<file path="src/rtl/id_scan_ctrl.sv">
// Flow-controlled identifier scanner: classifies streamed ASCII characters and queues
// {start, len, trunc} token records in a first-word-fall-through FIFO. Optional macro ID_UNDERSCORE_EN treats '_' as a letter.
module id_scan_ctrl #(
   parameter int POS_W      = 16,
   parameter int LEN_W      = 8,
   parameter int FIFO_DEPTH = 4
) (
   input  logic             clk,
   input  logic             rst_n,
   input  logic             in_valid,
   output logic             in_ready,
   input  logic [7:0]       in_char,
   input  logic             in_last,
   output logic             tok_valid,
   input  logic             tok_ready,
   output logic [POS_W-1:0] tok_start,
   output logic [LEN_W-1:0] tok_len,
   output logic             tok_trunc,
   output logic [15:0]      id_count,
   output logic             busy
);
   // state  | meaning
   // S_GAP  | between tokens, waiting for a letter
   // S_ID   | inside an identifier, accumulating length
   // S_SKIP | inside a digit-led run, discarded at next delimiter
   typedef enum logic [1:0] {S_GAP, S_ID, S_SKIP} state_t;

   localparam int AW = $clog2(FIFO_DEPTH);
   localparam logic [LEN_W-1:0] LEN_MAX = {LEN_W{1'b1}};

   state_t state, state_nxt;
   logic [POS_W-1:0] pos, run_start, run_start_nxt;
   logic [LEN_W-1:0] run_len, run_len_nxt, ext_len;
   logic             run_trunc, run_trunc_nxt, ext_trunc;
   logic             accept, is_letter, is_digit;
   logic             push, pop, fifo_full, fifo_empty;
   logic [POS_W-1:0] push_start;
   logic [LEN_W-1:0] push_len;
   logic             push_trunc;
   logic [AW:0]      wr_ptr, rd_ptr;
   logic [POS_W-1:0] mem_start [FIFO_DEPTH];
   logic [LEN_W-1:0] mem_len   [FIFO_DEPTH];
   logic             mem_trunc [FIFO_DEPTH];

   assign fifo_empty = (wr_ptr == rd_ptr);
   assign fifo_full  = (wr_ptr[AW] != rd_ptr[AW]) && (wr_ptr[AW-1:0] == rd_ptr[AW-1:0]);
   assign in_ready   = !fifo_full;
   assign accept     = in_valid && in_ready;
   assign tok_valid  = !fifo_empty;
   assign pop        = tok_valid && tok_ready;
   assign tok_start  = mem_start[rd_ptr[AW-1:0]];
   assign tok_len    = mem_len[rd_ptr[AW-1:0]];
   assign tok_trunc  = mem_trunc[rd_ptr[AW-1:0]];
   assign busy       = (state != S_GAP) || !fifo_empty;

   always_comb begin
      is_digit  = (in_char >= 8'h30) && (in_char <= 8'h39);
      is_letter = ((in_char >= 8'h41) && (in_char <= 8'h5A)) ||
                  ((in_char >= 8'h61) && (in_char <= 8'h7A));
`ifdef ID_UNDERSCORE_EN
      if (in_char == 8'h5F) is_letter = 1'b1;
`endif
   end

   // Extending a run already at LEN_MAX keeps the length and flags truncation.
   assign ext_len   = (run_len == LEN_MAX) ? run_len : run_len + LEN_W'(1);
   assign ext_trunc = run_trunc || (run_len == LEN_MAX);

   always_comb begin
      state_nxt     = state;
      run_start_nxt = run_start;
      run_len_nxt   = run_len;
      run_trunc_nxt = run_trunc;
      push          = 1'b0;
      push_start    = run_start;
      push_len      = run_len;
      push_trunc    = run_trunc;
      if (accept) begin
         case (state)
            S_GAP: begin
               if (is_letter) begin
                  run_start_nxt = pos;
                  run_len_nxt   = LEN_W'(1);
                  run_trunc_nxt = 1'b0;
                  if (in_last) begin
                     push       = 1'b1;
                     push_start = pos;
                     push_len   = LEN_W'(1);
                     push_trunc = 1'b0;
                     state_nxt  = S_GAP;
                  end else begin
                     state_nxt  = S_ID;
                  end
               end else if (is_digit) begin
                  state_nxt = in_last ? S_GAP : S_SKIP;
               end
            end
            S_ID: begin
               if (is_letter || is_digit) begin
                  run_len_nxt   = ext_len;
                  run_trunc_nxt = ext_trunc;
                  if (in_last) begin
                     push       = 1'b1;
                     push_len   = ext_len;
                     push_trunc = ext_trunc;
                     state_nxt  = S_GAP;
                  end
               end else begin
                  push      = 1'b1;
                  state_nxt = S_GAP;
               end
            end
            S_SKIP: begin
               if (in_last || !(is_letter || is_digit)) state_nxt = S_GAP;
            end
            default: state_nxt = S_GAP;
         endcase
      end
   end

   always_ff @(posedge clk or negedge rst_n) begin
      if (!rst_n) begin
         state     <= S_GAP;
         pos       <= '0;
         run_start <= '0;
         run_len   <= '0;
         run_trunc <= 1'b0;
         wr_ptr    <= '0;
         rd_ptr    <= '0;
         id_count  <= '0;
      end else begin
         state     <= state_nxt;
         run_start <= run_start_nxt;
         run_len   <= run_len_nxt;
         run_trunc <= run_trunc_nxt;
         if (accept) pos <= in_last ? '0 : pos + POS_W'(1);
         if (push) begin
            wr_ptr <= wr_ptr + (AW+1)'(1);
            if (id_count != 16'hFFFF) id_count <= id_count + 16'd1;
         end
         if (pop) rd_ptr <= rd_ptr + (AW+1)'(1);
      end
   end

   always_ff @(posedge clk) begin
      if (push) begin
         mem_start[wr_ptr[AW-1:0]] <= push_start;
         mem_len[wr_ptr[AW-1:0]]   <= push_len;
         mem_trunc[wr_ptr[AW-1:0]] <= push_trunc;
      end
   end
endmodule

</file>
<file path="config.mk">
export PLATFORM = sky130hd
export DESIGN_NAME = id_scan_ctrl
export DESIGN_NICKNAME = d
export VERILOG_FILES = /design/src/rtl/id_scan_ctrl.sv
export SDC_FILE = /design/constraint.sdc
export NUM_CORES = 1
export LEC_CHECK = 0
export ABC_AREA = 1
export CAP_MARGIN = 40
export CORE_MARGIN = 2
export CORE_UTILIZATION = 40
export CTS_BUF_LIST = sky130_fd_sc_hd__clkbuf_4 sky130_fd_sc_hd__clkbuf_8 sky130_fd_sc_hd__clkbuf_16
export DETAILED_ROUTE_END_ITERATION = 8
export GPL_TIMING_DRIVEN = 1
export PLACE_DENSITY = 0.6
export SYNTH_ARGS = -nofsm -noshare
export SYNTH_HDL_FRONTEND = slang
export SYNTH_SLANG_ARGS = --single-unit
</file>
<file path="constraint.sdc">
create_clock -name clk -period 8.5 [get_ports clk]
set_input_delay 1.7 -clock clk [delete_from_list [all_inputs] [get_ports clk]]
set_output_delay 1.7 -clock clk [all_outputs]
set_load 0.03 [all_outputs]
</file>
==> results.md <==
Clocking:
- The number of buffers added for setup after CTS is 0.
- No sink is reached through more buffers than the 2 on the longest clock path.
- The clock tree synthesis step divided the H-tree into 4 levels.
- The TritonCTS buffer count is 17.
- Hold repair after CTS inserted 0 buffers.
- The root buffer cell is clkbuf_16.
- Post-CTS repair changed the size of 0 cells.
- The CTS sink count is 165.
- The worst-skew pair later-pin latency is 430 ps.
- The TritonCTS clock tree is done.
- The register clock-pin slew on the reported worst setup and hold paths is 70 ps.

Global routing:
- The met1 track utilization from global routing is 0.245.
- The initial antenna violation count is 0.
- Across every metal layer, demand over resource in global routing totals 0.167.
- The first global-routing pass estimated 28500 um of wire.
- The remaining global-route overflow is 0.
- The layer with the highest usage after global routing is met2.
- For met2 alone, demand over resource in global routing was 0.252.
- The number of global-route vias before repair is 5415.
- The met3 global-route usage is 0.0302.
- The largest net degree at the start of global routing is 63.

Placement:
- The congestion estimate from routability-driven global placement came to 0.804.
- The detailed placement HPWL is 11000 um.
- After detailed placement, the total cell area comes to 0.00877 mm2.
- Prior to clock tree synthesis, the placed netlist has a worst setup slack of 4240 ps.
- The number of I/O port buffers is 56.
- Counting tap cells, the placed design contains a total of 1115 instances.

Floorplan:
- The standard cell core area is 0.0195 mm2.
- The floorplan has 51 rows.
- The effective utilization at floorplan is 0.408.
- The die area is 0.0210 mm2.
- The floorplan step set the die width to 145 um.
- Pin placement for this block handled 57 I/O pins.
- The die is 145 um tall.

STA:
- The worst slew margin relative to its limit is 0.497.
- The total count of hold-check failures in the final report is 0.
- Setup repair after global routing left no endpoint under its margin.
- The setup-violating endpoint count in the final report is 0.
- The worst path in the final design needs a cycle of 4330 ps, including I/O delays and setup.
- In the finished design, the share of the clock period the worst path needs comes to 0.509.
- The worst slack on hold paths is 509 ps.
- The clock skew after layout is 11.8 ps.
- The maximum achievable frequency is 231 MHz.
- In the post-route analysis, the smallest setup slack over all paths is 4170 ps.
- The final-report max-slew violation count is 0.
- Adding up every negative setup slack in the final design gives 0 ps.
- The transition time of the tightest slew-check pin is 753 ps.

Hold path:
- In this run the worst hold path is classified as reg2reg.

Final layout:
- With fillers left out, the area of the finished cells amounts to 0.00933 mm2.
- In the final layout, the share of cells above drive strength 1 is 0.0998.
- The number of antenna diodes in the final layout is 0.
- Once layout is complete, the cells apart from fillers number 1147.
- The end-of-flow core utilization is 0.480.
- Counting the fill cells in the layout gives 1803.
- The count of nets after finishing is 890.
- The area growth from synthesis to layout is 17.4%.

Worst setup path:
- The element type at the critical path end is an output pin.
- The combined buffer and inverter count along the critical path is 2.
- For this run, the slowest stage of the critical path takes 710 ps.
- In this run the worst path has a maximum fanout of 26.
- The kind of start point of the critical path is a flip-flop.
- STA puts the critical path data required time at 6800 ps.
- The critical path is of the reg2out type.
- The data arrival time at the worst-slack endpoint is 2630 ps.
- The kind of cell with the highest combined delay on the critical path is buffers and inverters.
- Among all stages on the critical path, the largest delay is contributed by clkdlybuf4s50_1.
- Walking the worst path, the cells encountered are inv_1 -> o21ai_0 -> o22ai_1 -> clkdlybuf4s50_1.

Yosys:
- The number of flops mapped to enable cells by yosys is 100.
- The share of the yosys chip area belonging to registers is 0.582.
- The most common cell in the synthesized netlist is nand2_1.
- The share of flip-flops with an asynchronous set or reset is 0.394.
- By area the synthesized netlist is led by edfxtp_1 (38%), dfrtp_1 (20%), nand2_1 (7.6%).
- The count of unique library cells instantiated by Yosys is 40.
- Summed over all instances, the cell type with the most area after synthesis is edfxtp_1.
- The cell area that synthesis handed to floorplanning was 0.00795 mm2.
- The most frequently used flop master after synthesis is edfxtp_1.
- The post-synth net total is 841.
- The number of synthesized register bits is 165.
- During synthesis, Yosys emitted a total of 0 warnings.
- The average instance in the mapped netlist occupies 9.69 um2.
- The top-area cell type share of the netlist area is 0.378.
- By count the netlist is led by nand2_1 (161), edfxtp_1 (100), o21ai_0 (90).
- Synthesis produced a netlist whose cell count is 820.

Pwr:
- For this design the ratio of total power to cell area is 300 mW/mm2.
- In this run the static leakage power is 3.62 nW.
- Internal power comes to 1.72 mW.
- The net switching fraction of the power is 0.385.
- The net switching power is 1.08 mW.
- The share of total power dissipated in sequential elements is 0.358.
- Of the total power, combinational logic draws 0.378.
- The worst voltage drop across the vdd grid is 0.150 mV.
- The share of total power dissipated in the clock network is 0.263.
- Power comes to 2.80 mW.

Detailed routing:
- The number of violations reported at the end of detailed-routing iteration 0 is 364.
- The first-pass detailed-route iteration total is 6.
- After detailed routing, the average wire length per cell comes to 14.9 um.
- The total DRC errors in the routed layout is 0.
- The total vias in the final route is 5816.
- In the routed layout, each cell is associated on average with a via count of 5.07.
- The antenna violation net count after detailed routing is 0.
- The routed wire length is 17100 um.

Run status:
- The flow ran to the end, and the final reports show no timing, DRC or antenna violations.

Job:
- Across the run, the number of max-cap violations was 0.
## path summary, 6_finish.rpt
| check | cells past startpoint | end | slack (ps) | startpoint |
|---|---|---|---|---|
| max | 4 | tok_start[3] | 4170 | rd_ptr[1]$_DFFE_PN0P_ |
| min | 1 | rd_ptr[2]$_DFFE_PN0P_ | 510 | rd_ptr[2]$_DFFE_PN0P_ |
| max reg2reg | 11 | mem_start[3][13]$_DFFE_PP_ | 5550 | rd_ptr[0]$_DFFE_PN0P_ |
| min reg2reg | 1 | rd_ptr[2]$_DFFE_PN0P_ | 510 | rd_ptr[2]$_DFFE_PN0P_ |
| min in group asynchronous | 2 | run_start[14]$_DFFE_PN0P_ | 1160 | rst_n |
| max in group asynchronous | 3 | wr_ptr[0]$_DFFE_PN0P_ | 6830 | rst_n |
## power groups by stage
stage / Sequential (mW) / Combinational, mW / Clock (mW)
after global routing: 1.01 / 1.16 / 0.785
after global placement: 1.03 / 1.03 / 0
after CTS: 1.00 / 1.07 / 0.752
final: 1.00 / 1.06 / 0.737
after floorplan: 1.02 / 0.710 / 0
after detailed placement: 1.02 / 1.07 / 0
## routing by layer
metal  part of all wire  wire, um
met5                  0         0
met4              0.014       242
met3              0.036       612
met2               0.43      7430
met1               0.52      8810
## kinds of logic (layout without fill, tap and decap cells)
group                      count (synthesis)  after routing  share of synthesized area
and+or+nand+nor                          362            362                      0.209
DFF                                      165            165                      0.582
AOI/OAI and AO/OA                        155            155                      0.111
buffers and inverters                    105            167                     0.0576
xor gates and xnor gates                  25             25                     0.0276
adders and majority gates                  8              8                     0.0126
## flip-flops by register name, indices dropped and copies added (netlist names), 2 cells and up
name / cells
id_count: 16
mem_trunc: 4
run_start: 16
state: 2
run_len: 8
wr_ptr: 3
rd_ptr: 3
pos: 16
mem_len: 32
mem_start: 64
## worst reg2reg max path, delay by kind of cell, from the launching register on
| family | cells | cell delay, ps |
|---|---|---|
| flip-flops | 1 | 340 |
| AO/OA/AOI/OAI | 1 | 90 |
| XOR/XNOR | 1 | 220 |
| buffers and inverters | 4 | 1100 |
| AND/OR/NAND/NOR | 5 | 820 |
## cells in the final DEF, fill, tap and decap left out, types with 10 or more instances in the layout
| cell | n |
|---|---|
| buf_4 | 10 |
| clkbuf_16 | 17 |
| clkdlybuf4s50_1 | 55 |
| dfrtp_1 | 65 |
| edfxtp_1 | 100 |
| inv_1 | 64 |
| nand2_1 | 161 |
| nand3_1 | 39 |
| nand4_1 | 32 |
| nor2_1 | 84 |
| nor3_1 | 11 |
| o21ai_0 | 90 |
| o22ai_1 | 41 |
| xor2_1 | 16 |
## area by class of cell
class,instances,area (um2),area share
Timing Repair Buffer,68,686,0.0735
Clock inverter,13,124,0.0133
Clock buffer,19,440,0.0472
Inverter,67,251,0.0269
Sequential cell,165,4630,0.496
Tap cell,265,332,0.0355
Multi-Input combinational cell,550,2870,0.308
(Power assumes the default switching activity.)
